[src/rtl/spike_class_decoder.sv]
// ============================================================================
// spike_class_decoder : per-class spike counting followed by a sequential argmax
// Revision 1.0
// ============================================================================
`default_nettype none

module spike_class_decoder #(
  parameter int SIZE_SPIKE  = 10,
  parameter int NUM_CLASSES = 10,
  parameter int SIZE_COUNT  = 8,
  parameter int SIZE_CLASS  = $clog2(NUM_CLASSES)
) (
  input  logic                  clk,
  input  logic                  reset,
  input  logic                  start,
  input  logic                  spike_valid,
  input  logic [SIZE_SPIKE-1:0] spike_addr,
  input  logic                  inference_done,
  output logic                  busy,
  output logic                  class_valid,
  output logic [SIZE_CLASS-1:0] class_out,
  output logic [SIZE_COUNT-1:0] class_count,
  output logic                  no_spike,
  output logic                  err_range
);

  localparam logic [1:0]            c_st_idle   = 2'd0;
  localparam logic [1:0]            c_st_accum  = 2'd1;
  localparam logic [1:0]            c_st_scan   = 2'd2;
  localparam logic [SIZE_CLASS-1:0] c_last_idx  = SIZE_CLASS'(NUM_CLASSES - 1);
  localparam logic [SIZE_SPIKE-1:0] c_num_addr  = SIZE_SPIKE'(NUM_CLASSES);
  localparam logic [SIZE_COUNT-1:0] c_count_max = '1;

  logic [1:0]            state_q, state_d;
  logic [SIZE_COUNT-1:0] cnt_q [NUM_CLASSES];
  logic [SIZE_COUNT-1:0] cnt_d [NUM_CLASSES];
  logic [SIZE_CLASS-1:0] idx_q, idx_d;
  logic [SIZE_CLASS-1:0] best_q, best_d;
  logic [SIZE_COUNT-1:0] best_count_q, best_count_d;
  logic [SIZE_CLASS-1:0] class_out_q, class_out_d;
  logic [SIZE_COUNT-1:0] class_count_q, class_count_d;
  logic                  no_spike_q, no_spike_d;
  logic                  err_range_q, err_range_d;
  logic                  class_valid_q, class_valid_d;
  logic                  w_accept;

  // A spike is accepted while accumulating, or alongside start (clear happens first).
  assign w_accept = start || (state_q == c_st_accum);

  always_comb begin
    state_d       = state_q;
    cnt_d         = cnt_q;
    idx_d         = idx_q;
    best_d        = best_q;
    best_count_d  = best_count_q;
    class_out_d   = class_out_q;
    class_count_d = class_count_q;
    no_spike_d    = no_spike_q;
    err_range_d   = err_range_q;
    class_valid_d = 1'b0;

    if (start) begin
      state_d = c_st_accum;
      for (int i = 0; i < NUM_CLASSES; i++) begin
        cnt_d[i] = '0;
      end
      err_range_d   = 1'b0;
      no_spike_d    = 1'b0;
      class_out_d   = '0;
      class_count_d = '0;
    end else begin
      case (state_q)
        c_st_accum: begin
          if (inference_done) begin
            state_d      = c_st_scan;
            idx_d        = '0;
            best_d       = '0;
            best_count_d = '0;
          end
        end
        c_st_scan: begin
          // Strict compare keeps the lowest index on ties.
          if (cnt_q[idx_q] > best_count_q) begin
            best_d       = idx_q;
            best_count_d = cnt_q[idx_q];
          end
          if (idx_q == c_last_idx) begin
            state_d       = c_st_idle;
            class_out_d   = best_d;
            class_count_d = best_count_d;
            no_spike_d    = (best_count_d == '0);
            class_valid_d = 1'b1;
          end else begin
            idx_d = idx_q + 1'b1;
          end
        end
        default: ;
      endcase
    end

    if (spike_valid && w_accept) begin
      if (spike_addr >= c_num_addr) begin
        err_range_d = 1'b1;
      end else begin
        for (int i = 0; i < NUM_CLASSES; i++) begin
          if ((spike_addr == SIZE_SPIKE'(i)) && (cnt_d[i] != c_count_max)) begin
            cnt_d[i] = cnt_d[i] + 1'b1;
          end
        end
      end
    end
  end

  always_ff @(posedge clk or posedge reset) begin
    if (reset) begin
      state_q <= c_st_idle;
      for (int i = 0; i < NUM_CLASSES; i++) begin
        cnt_q[i] <= '0;
      end
      idx_q         <= '0;
      best_q        <= '0;
      best_count_q  <= '0;
      class_out_q   <= '0;
      class_count_q <= '0;
      no_spike_q    <= 1'b0;
      err_range_q   <= 1'b0;
      class_valid_q <= 1'b0;
    end else begin
      state_q       <= state_d;
      cnt_q         <= cnt_d;
      idx_q         <= idx_d;
      best_q        <= best_d;
      best_count_q  <= best_count_d;
      class_out_q   <= class_out_d;
      class_count_q <= class_count_d;
      no_spike_q    <= no_spike_d;
      err_range_q   <= err_range_d;
      class_valid_q <= class_valid_d;
    end
  end

  assign busy        = (state_q != c_st_idle);
  assign class_valid = class_valid_q;
  assign class_out   = class_out_q;
  assign class_count = class_count_q;
  assign no_spike    = no_spike_q;
  assign err_range   = err_range_q;

endmodule

`default_nettype wire

[config.mk]
export PLATFORM = sky130hd
export DESIGN_NAME = spike_class_decoder
export DESIGN_NICKNAME = d
export VERILOG_FILES = /design/src/rtl/spike_class_decoder.sv
export SDC_FILE = /design/constraint.sdc
export NUM_CORES = 1
export LEC_CHECK = 0
export ABC_AREA = 1
export CAP_MARGIN = 20
export CORE_MARGIN = 2
export CORE_UTILIZATION = 55
export DETAILED_ROUTE_END_ITERATION = 16
export HOLD_SLACK_MARGIN = 0.1
export PLACE_DENSITY = 0.71
export SETUP_SLACK_MARGIN = 0.1
export SLEW_MARGIN = 10
export SYNTH_ARGS = -nofsm -noshare
export SYNTH_HDL_FRONTEND = slang
export SYNTH_SLANG_ARGS = --single-unit
[constraint.sdc]
create_clock -name clk -period 6.4 [get_ports clk]
set_clock_uncertainty 0.15 [all_clocks]
set_input_delay 0.64 -clock clk [delete_from_list [all_inputs] [get_ports clk]]
set_output_delay 0.64 -clock clk [all_outputs]
set_load 0.03 [all_outputs]
After elaboration in Yosys (flattened, before gate mapping)
Cells that the tools add are included.

storage, ports and cells
  memories kept = 0
  logic and storage cells = 129
  RAM bits = 0
  input bits = 15
  register bits = 113
  output and inout bits = 16
  bits in read-only memories = 0
  bits in latches = 0

cells by class
  add/subtract/negate cells = 11
  eq/ne operators = 26
  $mul = 0
  magnitude comparators = 3
  multiplexer cells = 45
  reductions and logical operators = 23
  div/mod/pow operators = 0
  shift operators = 0
  bitwise gates (word level) = 2

operators by type and width
  operator             number
  $mux 80              3
  $mux 8               19
  $add 8x1->8 const B  10
  $ne 8x8->1 const B   10
  $eq 10x3->1 const B  4
  $bmux 8 s4           1
  $mux 4               6
  $eq 10x2->1 const B  2
  $eq 10x4->1 const B  2
  $pmux 4 s2           2
  $pmux 8 s2           1
  $logic_and 1x1->1    11
  $eq 10x1->1 const B  1
  $ge 10x4->1 const B  1
  $logic_not 10->1     1
  $mux 1               9
  $gt 8x8->1           1
  $logic_not 8->1      1
  $reduce_bool 2->1    4
  $mux 2               3
  $ne 3x3->1 const B   2
  $reduce_and 3->1     2
  $ge 5x5->1 const B   1
  $not 4->5            1
  11 further kinds     12

Logic depth before layout (Yosys ltp)
Gate-level depths: netlist of the first run.

  word-level depth = 12
  depth in mapped cells = 24

Worst setup path after synthesis of the first run
No wires, ideal clock.

  kind = input port to flip-flop
  start = input start
  end = register cnt_q[9] in the netlist's numbering
  setup slack = 3,540 ps
  arrival = 2,585 ps
  cell stages on the path = 13
  required time = 6,125 ps
  setup time = 125 ps
  cell sequence = buf_6 -> buf_12 -> buf_12 -> buf_4 -> buf_2 -> nor2_1 -> ha_1 -> nand2_1 -> nor3_2 -> and2_1 -> nand3_1 -> nand3_1 -> mux2_2

RTL lines
  element               RTL line  text
  start, declared       15        input logic start,
  end signal, assigned  130       cnt_q <= cnt_d;
  end, declared         35        logic [SIZE_COUNT-1:0] cnt_q [NUM_CLASSES];

Final worst setup path of the first run
  start = register idx_q[0]
  end = register no_spike_q (netlist: no_spike)

on the way
  cells in the longest elaborated chain, start to end = 12
  elaborated cells on any way between the ends = 15

ends and longest elaborated chain
  element                                    RTL line  text
  start, declared                            37        logic [SIZE_CLASS-1:0] idx_q, idx_d;
  start signal, assigned                     131       idx_q <= idx_d;
  $not 4->5 (not written as such)            83, 85
  $bmux 8 s4                                 83, 85
  $mux 8 (not written as such) (2 in a row)  83, 85
  $gt 8x8->1                                 83        if (cnt_q[idx_q] > best_count_q) begin
  $mux 8                                     83
  $mux 8                                     72        case (state_q)
  $mux 8                                     62        if (start) begin
  $logic_not 8->1                            91        no_spike_d = (best_count_d == '0);
  $mux 1                                     87        if (idx_q == c_last_idx) begin
  $mux 1                                     72
  $mux 1                                     62
  end signal, assigned                       136       no_spike_q <= no_spike_d;
  end, declared                              42        logic no_spike_q, no_spike_d;

Parallel ways exist; a longest one is shown, timed or not. The select of a mux whose other input is x is not followed.
A chain may end at the register's enable or synchronous reset.

==> results_dict.tcl, run 1 <==
set metrics [dict create \
    fill_cells 1204 \
    fp-row-count 42 \
    synth_edf_count 0 \
    r2r_end "no_spike$_DFFE_PP0P_" \
    multi_input_area_mm2 0.00385 \
    antenna_found_initial 0 \
    synth.top_cell.area_share_pct 37.9 \
    status "complete, no violations" \
    p_per_area_mw_per_mm2 321 \
    synth-seq-cells 113 \
    finalSetupViolCount 0 \
    avgSynthCellArea_um2 7.60 \
    dp_hpwl_um 12700 \
    io_pins 31 \
    crit_fanout 34 \
    final-max-slew-violation-count 0 \
    post_cts_buffers 0 \
    clock-sinks 113 \
    synth_cell_type_count 47 \
    synth_ff_type "dfrtp_1" \
    min_to "class_out[2]$_DFFE_PP0P_" \
    drive_gt1_share_pct 8.76 \
    crit_required_ps 6620 \
    dpl-instance-area_mm2 0.00780 \
    synthTopCellsByArea "dfrtp_1 38%, nand2_1 11%, inv_1 7.3%" \
    syn_to_final_growth_pct 12.6 \
    clk_path_buf_depth 2 \
    grt_remaining_overflow 0 \
    min-delay-start "class_out[2]$_DFFE_PP0P_" \
    yosysMostFrequentCell "nand2_1" \
    clk_pin_slew_ps 60 \
    dr.first_iter.drc_count 579 \
    period_share_pct 63.0 \
    reg2reg_from "idx_q[0]$_DFFE_PP0P_" \
    wl_per_cell_um 15.1 \
    ff2ff_setup_slack_ps 2370 \
    yosys_warnings 0 \
    vdd_drop_max_v 0.000234 \
    grt_use_total_pct 26.8 \
    syn-cell-area_mm2 0.00746 \
    path_class "flop to flop" \
    yosysSeqAreaShare_pct 37.9 \
    start_util_pct 56.4 \
    leakage_nw 4.04 \
    worstHoldPathCells 2 \
    final_nets 1041 \
    crit_start "idx_q[0]$_DFFE_PP0P_" \
    htreeDepth 4 \
    synth_commonest_cells "225 x nand2_1, 146 x inv_1, 113 x dfrtp_1" \
    numCtsBuffers 17 \
    cts_tree "yes" \
    max_freq_mhz 248 \
    hold_class "flop to flop" \
    holdBufCountCts 0 \
    fin_hold_ws_ps 337 \
    drtPass1Iterations 6 \
    ff2ff_path_depth 17 \
    clock-root-buffer "clkbuf_16" \
    ff_latch_area_mm2 0.00283 \
    vias_per_cell 5.36 \
    grt_pass1_vias 6085 \
    final_area_mm2 0.00840 \
    async_reset_ff_share_pct 100 \
    clock_latency_ps 430 \
    synth_nets 1020 \
    ant_nets 0 \
    drcViolationCount 0 \
    grt_pass1_wl_um 30200 \
    coreArea_mm2 0.0132 \
    postSynthCellCount 982 \
    crit_arrival_ps 4250 \
    synth_top_cell_by_area "dfrtp_1" \
    tightest_slew_ps 1020 \
    grt_max_degree 62 \
    io_buffers 30 \
    die_height_um 120 \
    vias 6388 \
    maxCapViolCount 0 \
    routabilityCongestion 0.941 \
    die_x_um 120 \
    fin_tns_setup_ps 0 \
    rsz0062_at_grt "no" \
    timing.slew.headroom_pct 31.9 \
    stdcell_count 1192 \
    finalHoldViolations 0 \
    die_area_mm2 0.0145 \
    cts.repair.resized 0 \
    diodes 0 \
    start_kind "flop" \
    period_needed_ps 4030 \
    drt_wl_total_um 18000 \
    post-place-cells 1160 \
    endpoint_kind "flop" \
]
## worst max path at each step
stage / to / slack, ps / cells after the start
6_report: no_spike$_DFFE_PP0P_ / 2370 / 17
5_1_grt: no_spike$_DFFE_PP0P_ / 1990 / 16
4_1_cts: no_spike$_DFFE_PP0P_ / 2450 / 18
3_5_place_dp: no_spike$_DFFE_PP0P_ / 2530 / 18
3_3_place_gp: no_spike$_DFFE_PP0P_ / 2640 / 16
2_1_floorplan: best_count_q[0]$_DFFE_PP0P_ / 2620 / 1
## state kept, by name (all words and copies together), names as in the netlist
name,count
no_spike,1
best_count_q,8
err_range,1
class_valid,1
cnt_q,80
class_count,8
best_q,4
state_q,2
class_out,4
idx_q,4
## cells in the final DEF (no fill, tap or decap), types with 3 or more instances in the layout
cell and count:
nor2_2 6, nor2_8 3, nand3_1 75, nor2_4 9
nor3_1 10, xnor2_1 24, nor4_4 3, dfrtp_1 113
clkbuf_16 17, inv_1 145, o21ai_1 5, nor2_1 100
o22ai_1 10, clkdlybuf4s50_1 29, xor2_1 45, buf_4 5
nor4_1 3, o211ai_1 9, bufinv_16 3, nand2_2 4
nand2_1 225, inv_2 5, a21o_1 5, clkbuf_8 3
o21ai_0 49, and3_1 3, ha_1 23, nor3_2 8
a21oi_1 27, mux2_2 4, clkinv_2 6, nand4_1 19
## through the flow
stage	power (mW)	worst slack, ps	util, %
3_5_place_dp	1.71	2530	58.9
6_report	2.70	2370	63.5
4_1_cts	2.70	2450	63.5
5_1_grt	2.88	1990	63.5
2_1_floorplan	1.53	2620	-
3_3_place_gp	1.69	2640	58.9
## critical path: stages, from the launching register on
cell	delay, ps
dfrtp_1	1010
buf_4	400
nand2_1	140
o211ai_1	120
nand3_1	110
nand3_1	130
nand2_1	70
ha_1	290
nand2_1	70
nor2_1	160
nand2_1	100
a21oi_2	550
nand3_1	140
o21ai_1	180
nand2_1	100
nor2_1	110
nand2_1	70
nand2_1	60
## cell type report
type | instances | share of cell area (%)
repair buffers | 34 | 3.90
clock buffers | 21 | 5.60
flip-flops and latches | 113 | 33.7
well taps | 176 | 2.62
multi-input cells | 686 | 45.8
inverters | 151 | 6.77
clock inverters | 11 | 1.61
## routing by layer
metal / track usage [%] / vias to the layer above / share of wire, %
met5: 0 / - / 0
met4: 9.88 / 0 / 2.6
met3: 7.03 / 38 / 6.2
met2: 41.0 / 199 / 46
met1: 36.9 / 2982 / 45
li1: - / 3169 / -
## power by group
group	switching, mW	total, mW	internal, mW
Combinational	0.641	0.931	0.290
Clock	0.337	0.974	0.637
Sequential	0.0445	0.794	0.749
Total	1.02	2.70	1.68
## kinds of logic (layout without fill, tap and decap cells)
family | count (synthesis) | count (layout) | synth area share, %
simple gates | 475 | 475 | 30.1
mux | 7 | 7 | 1.09
compound gates | 112 | 112 | 8.52
flops | 113 | 113 | 37.9
fa+ha+maj | 23 | 23 | 3.86
buf+inv | 183 | 217 | 10.5
xor+xnor | 69 | 69 | 8.10
No activity file was read; power rests on OpenSTA's default activity.
==> run 2, diff against run 1 <==
Clock period 6.4 ns to 3.9 ns, I/O delays scaled along.
==> run 2 against run 1 <==
Design area increased by 0.83%. First-iteration DRC count shrank 3.3%. Cell count rose by 0.25%. Sequential cell count unchanged. Non-clock buffer count increased by 3. Via count is 0.94% lower. Global-route usage fell by 0.38 points. Clock power up 74%. Worst hold slack lost 21 ps. Critical path depth is the same. Combinational power is 70% higher. Sequential power increased by 59%.
==> results_dict.tcl, run 2 (synthesized netlist as in run 1, its figures left out) <==
set metrics [dict create \
    fp-row-count 42 \
    largest_register "cnt_q" \
    clk_pin_slew_ps 60 \
    period_share_pct 86.3 \
    rsz0062_at_grt "no" \
    clock-root-buffer "clkbuf_16" \
    start_kind "flop" \
    die_height_um 120 \
    path_class "flop to flop" \
    grt_pass1_wl_um 30100 \
    drcViolationCount 0 \
    crit_required_ps 4110 \
    vdd_drop_max_v 0.000344 \
    io_buffers 30 \
    ant_nets 0 \
    die_area_mm2 0.0145 \
    preCtsSetupSlack_ps 576 \
    io_pins 31 \
    clk_path_buf_depth 2 \
    ff2ff_setup_slack_ps 530 \
    vias 6328 \
    diodes 0 \
    grt_pass1_vias 5975 \
    drtPass1Iterations 7 \
    tightest_slew_ps 804 \
    dp_hpwl_um 12700 \
    leakage_nw 4.07 \
    finalSetupViolCount 0 \
    routabilityCongestion 0.926 \
    max_freq_mhz 297 \
    vias_per_cell 5.30 \
    wl_per_cell_um 15.0 \
    syn_to_final_growth_pct 13.5 \
    total_power_mw 4.53 \
    timing.slew.headroom_pct 46.2 \
    final_common_cell "nand2_1" \
    htreeDepth 4 \
    numCtsBuffers 17 \
    fin_hold_ws_ps 316 \
    holdBufCountCts 0 \
    clock-sinks 113 \
    period_needed_ps 3370 \
    final_area_mm2 0.00847 \
    die_x_um 120 \
    post_cts_buffers 0 \
    p_per_area_mw_per_mm2 534 \
    maxCapViolCount 0 \
    cts_tree "yes" \
    coreArea_mm2 0.0132 \
    dpl-instance-area_mm2 0.00783 \
    reg2reg_from "idx_q[0]$_DFFE_PP0P_" \
    start_util_pct 56.4 \
    final-max-slew-violation-count 0 \
    r2r_end "no_spike$_DFFE_PP0P_" \
    endpoint_kind "flop" \
    ff2ff_path_depth 17 \
    grt_remaining_overflow 0 \
    fin_tns_setup_ps 0 \
    hold_class "input pin to async pin" \
    crit_arrival_ps 3580 \
    final_nets 1044 \
    setup_slack_ps 533 \
    dr.first_iter.drc_count 560 \
    crit_fanout 57 \
    largest_reg_flops 80 \
    status "complete, no violations" \
    cts.repair.resized 0 \
    grt_use_total_pct 26.5 \
    drt_wl_total_um 18000 \
    mostFrequentLayoutCells "225 x nand2_1, 145 x inv_1, 113 x dfrtp_1" \
    finalHoldViolations 0 \
    clock_latency_ps 420 \
    grt_max_degree 114 \
    drive_gt1_share_pct 8.93 \
    antenna_found_initial 0 \
]
==> run 2: metrics by stage <==
stage	util, %	std cells
detailed placement	59.1	1163
floorplan	-	982
global placement	59.1	1163
global route	64.0	1195
CTS	64.0	1195
finish	64.0	1195
==> run 2: layer usage <==
metal / up-vias / GRT usage [%] / part of all wire, %
li1: 3174 / - / -
met1: 2933 / 37.3 / 46
met2: 199 / 40.5 / 45
met3: 22 / 6.60 / 6.8
met4: 0 / 7.78 / 1.3
met5: - / 0 / 0
==> run 2: worst max-delay path by stage <==
stage                         startpoint                     endpoint  slack [ps]  cells after the start
detailed placement  idx_q[0]$_DFFE_PP0P_         no_spike$_DFFE_PP0P_         580                     17
floorplan                          reset  best_count_q[0]$_DFFE_PP0P_         370                      1
finish              idx_q[0]$_DFFE_PP0P_         no_spike$_DFFE_PP0P_         530                     17
global route        idx_q[0]$_DFFE_PP0P_         no_spike$_DFFE_PP0P_         140                     17
CTS                 idx_q[0]$_DFFE_PP0P_         no_spike$_DFFE_PP0P_         560                     17
global placement    idx_q[0]$_DFFE_PP0P_         no_spike$_DFFE_PP0P_         570                     17
==> run 2: cell type report <==
cell class,instances,area [µm²]
Fill cell,1162,4770
Multi-Input combinational cell,686,3850
Sequential cell,113,2830
Inverter,151,569
Clock buffer,23,488
Timing Repair Buffer,37,363
Tap cell,176,220
Clock inverter,9,153
==> run 2: power breakdown <==
| part | switching (mW) | leakage [nW] | total [mW] | internal, mW |
|---|---|---|---|---|
| Sequential | 0.0274 | 1.57 | 1.26 | 1.23 |
| Combinational | 1.10 | 2.19 | 1.58 | 0.481 |
| Clock | 0.557 | 0.305 | 1.69 | 1.13 |
| Total | 1.68 | 4.07 | 4.53 | 2.84 |
==> run 2: critical path: stages (launching register included) <==
cell and delay [ps]:
dfrtp_1 350, buf_4 430, o21ai_0 200, nand2_1 90, nand3_1 90, nand3_1 130, nand2_1 70, ha_1 270
nand2_1 60, nor2_1 150, nand2_1 100, a21oi_2 580, nand3_1 170, nand2_1 190, nand2_1 70, nor2_1 100
nand2_1 50, nand2_1 50
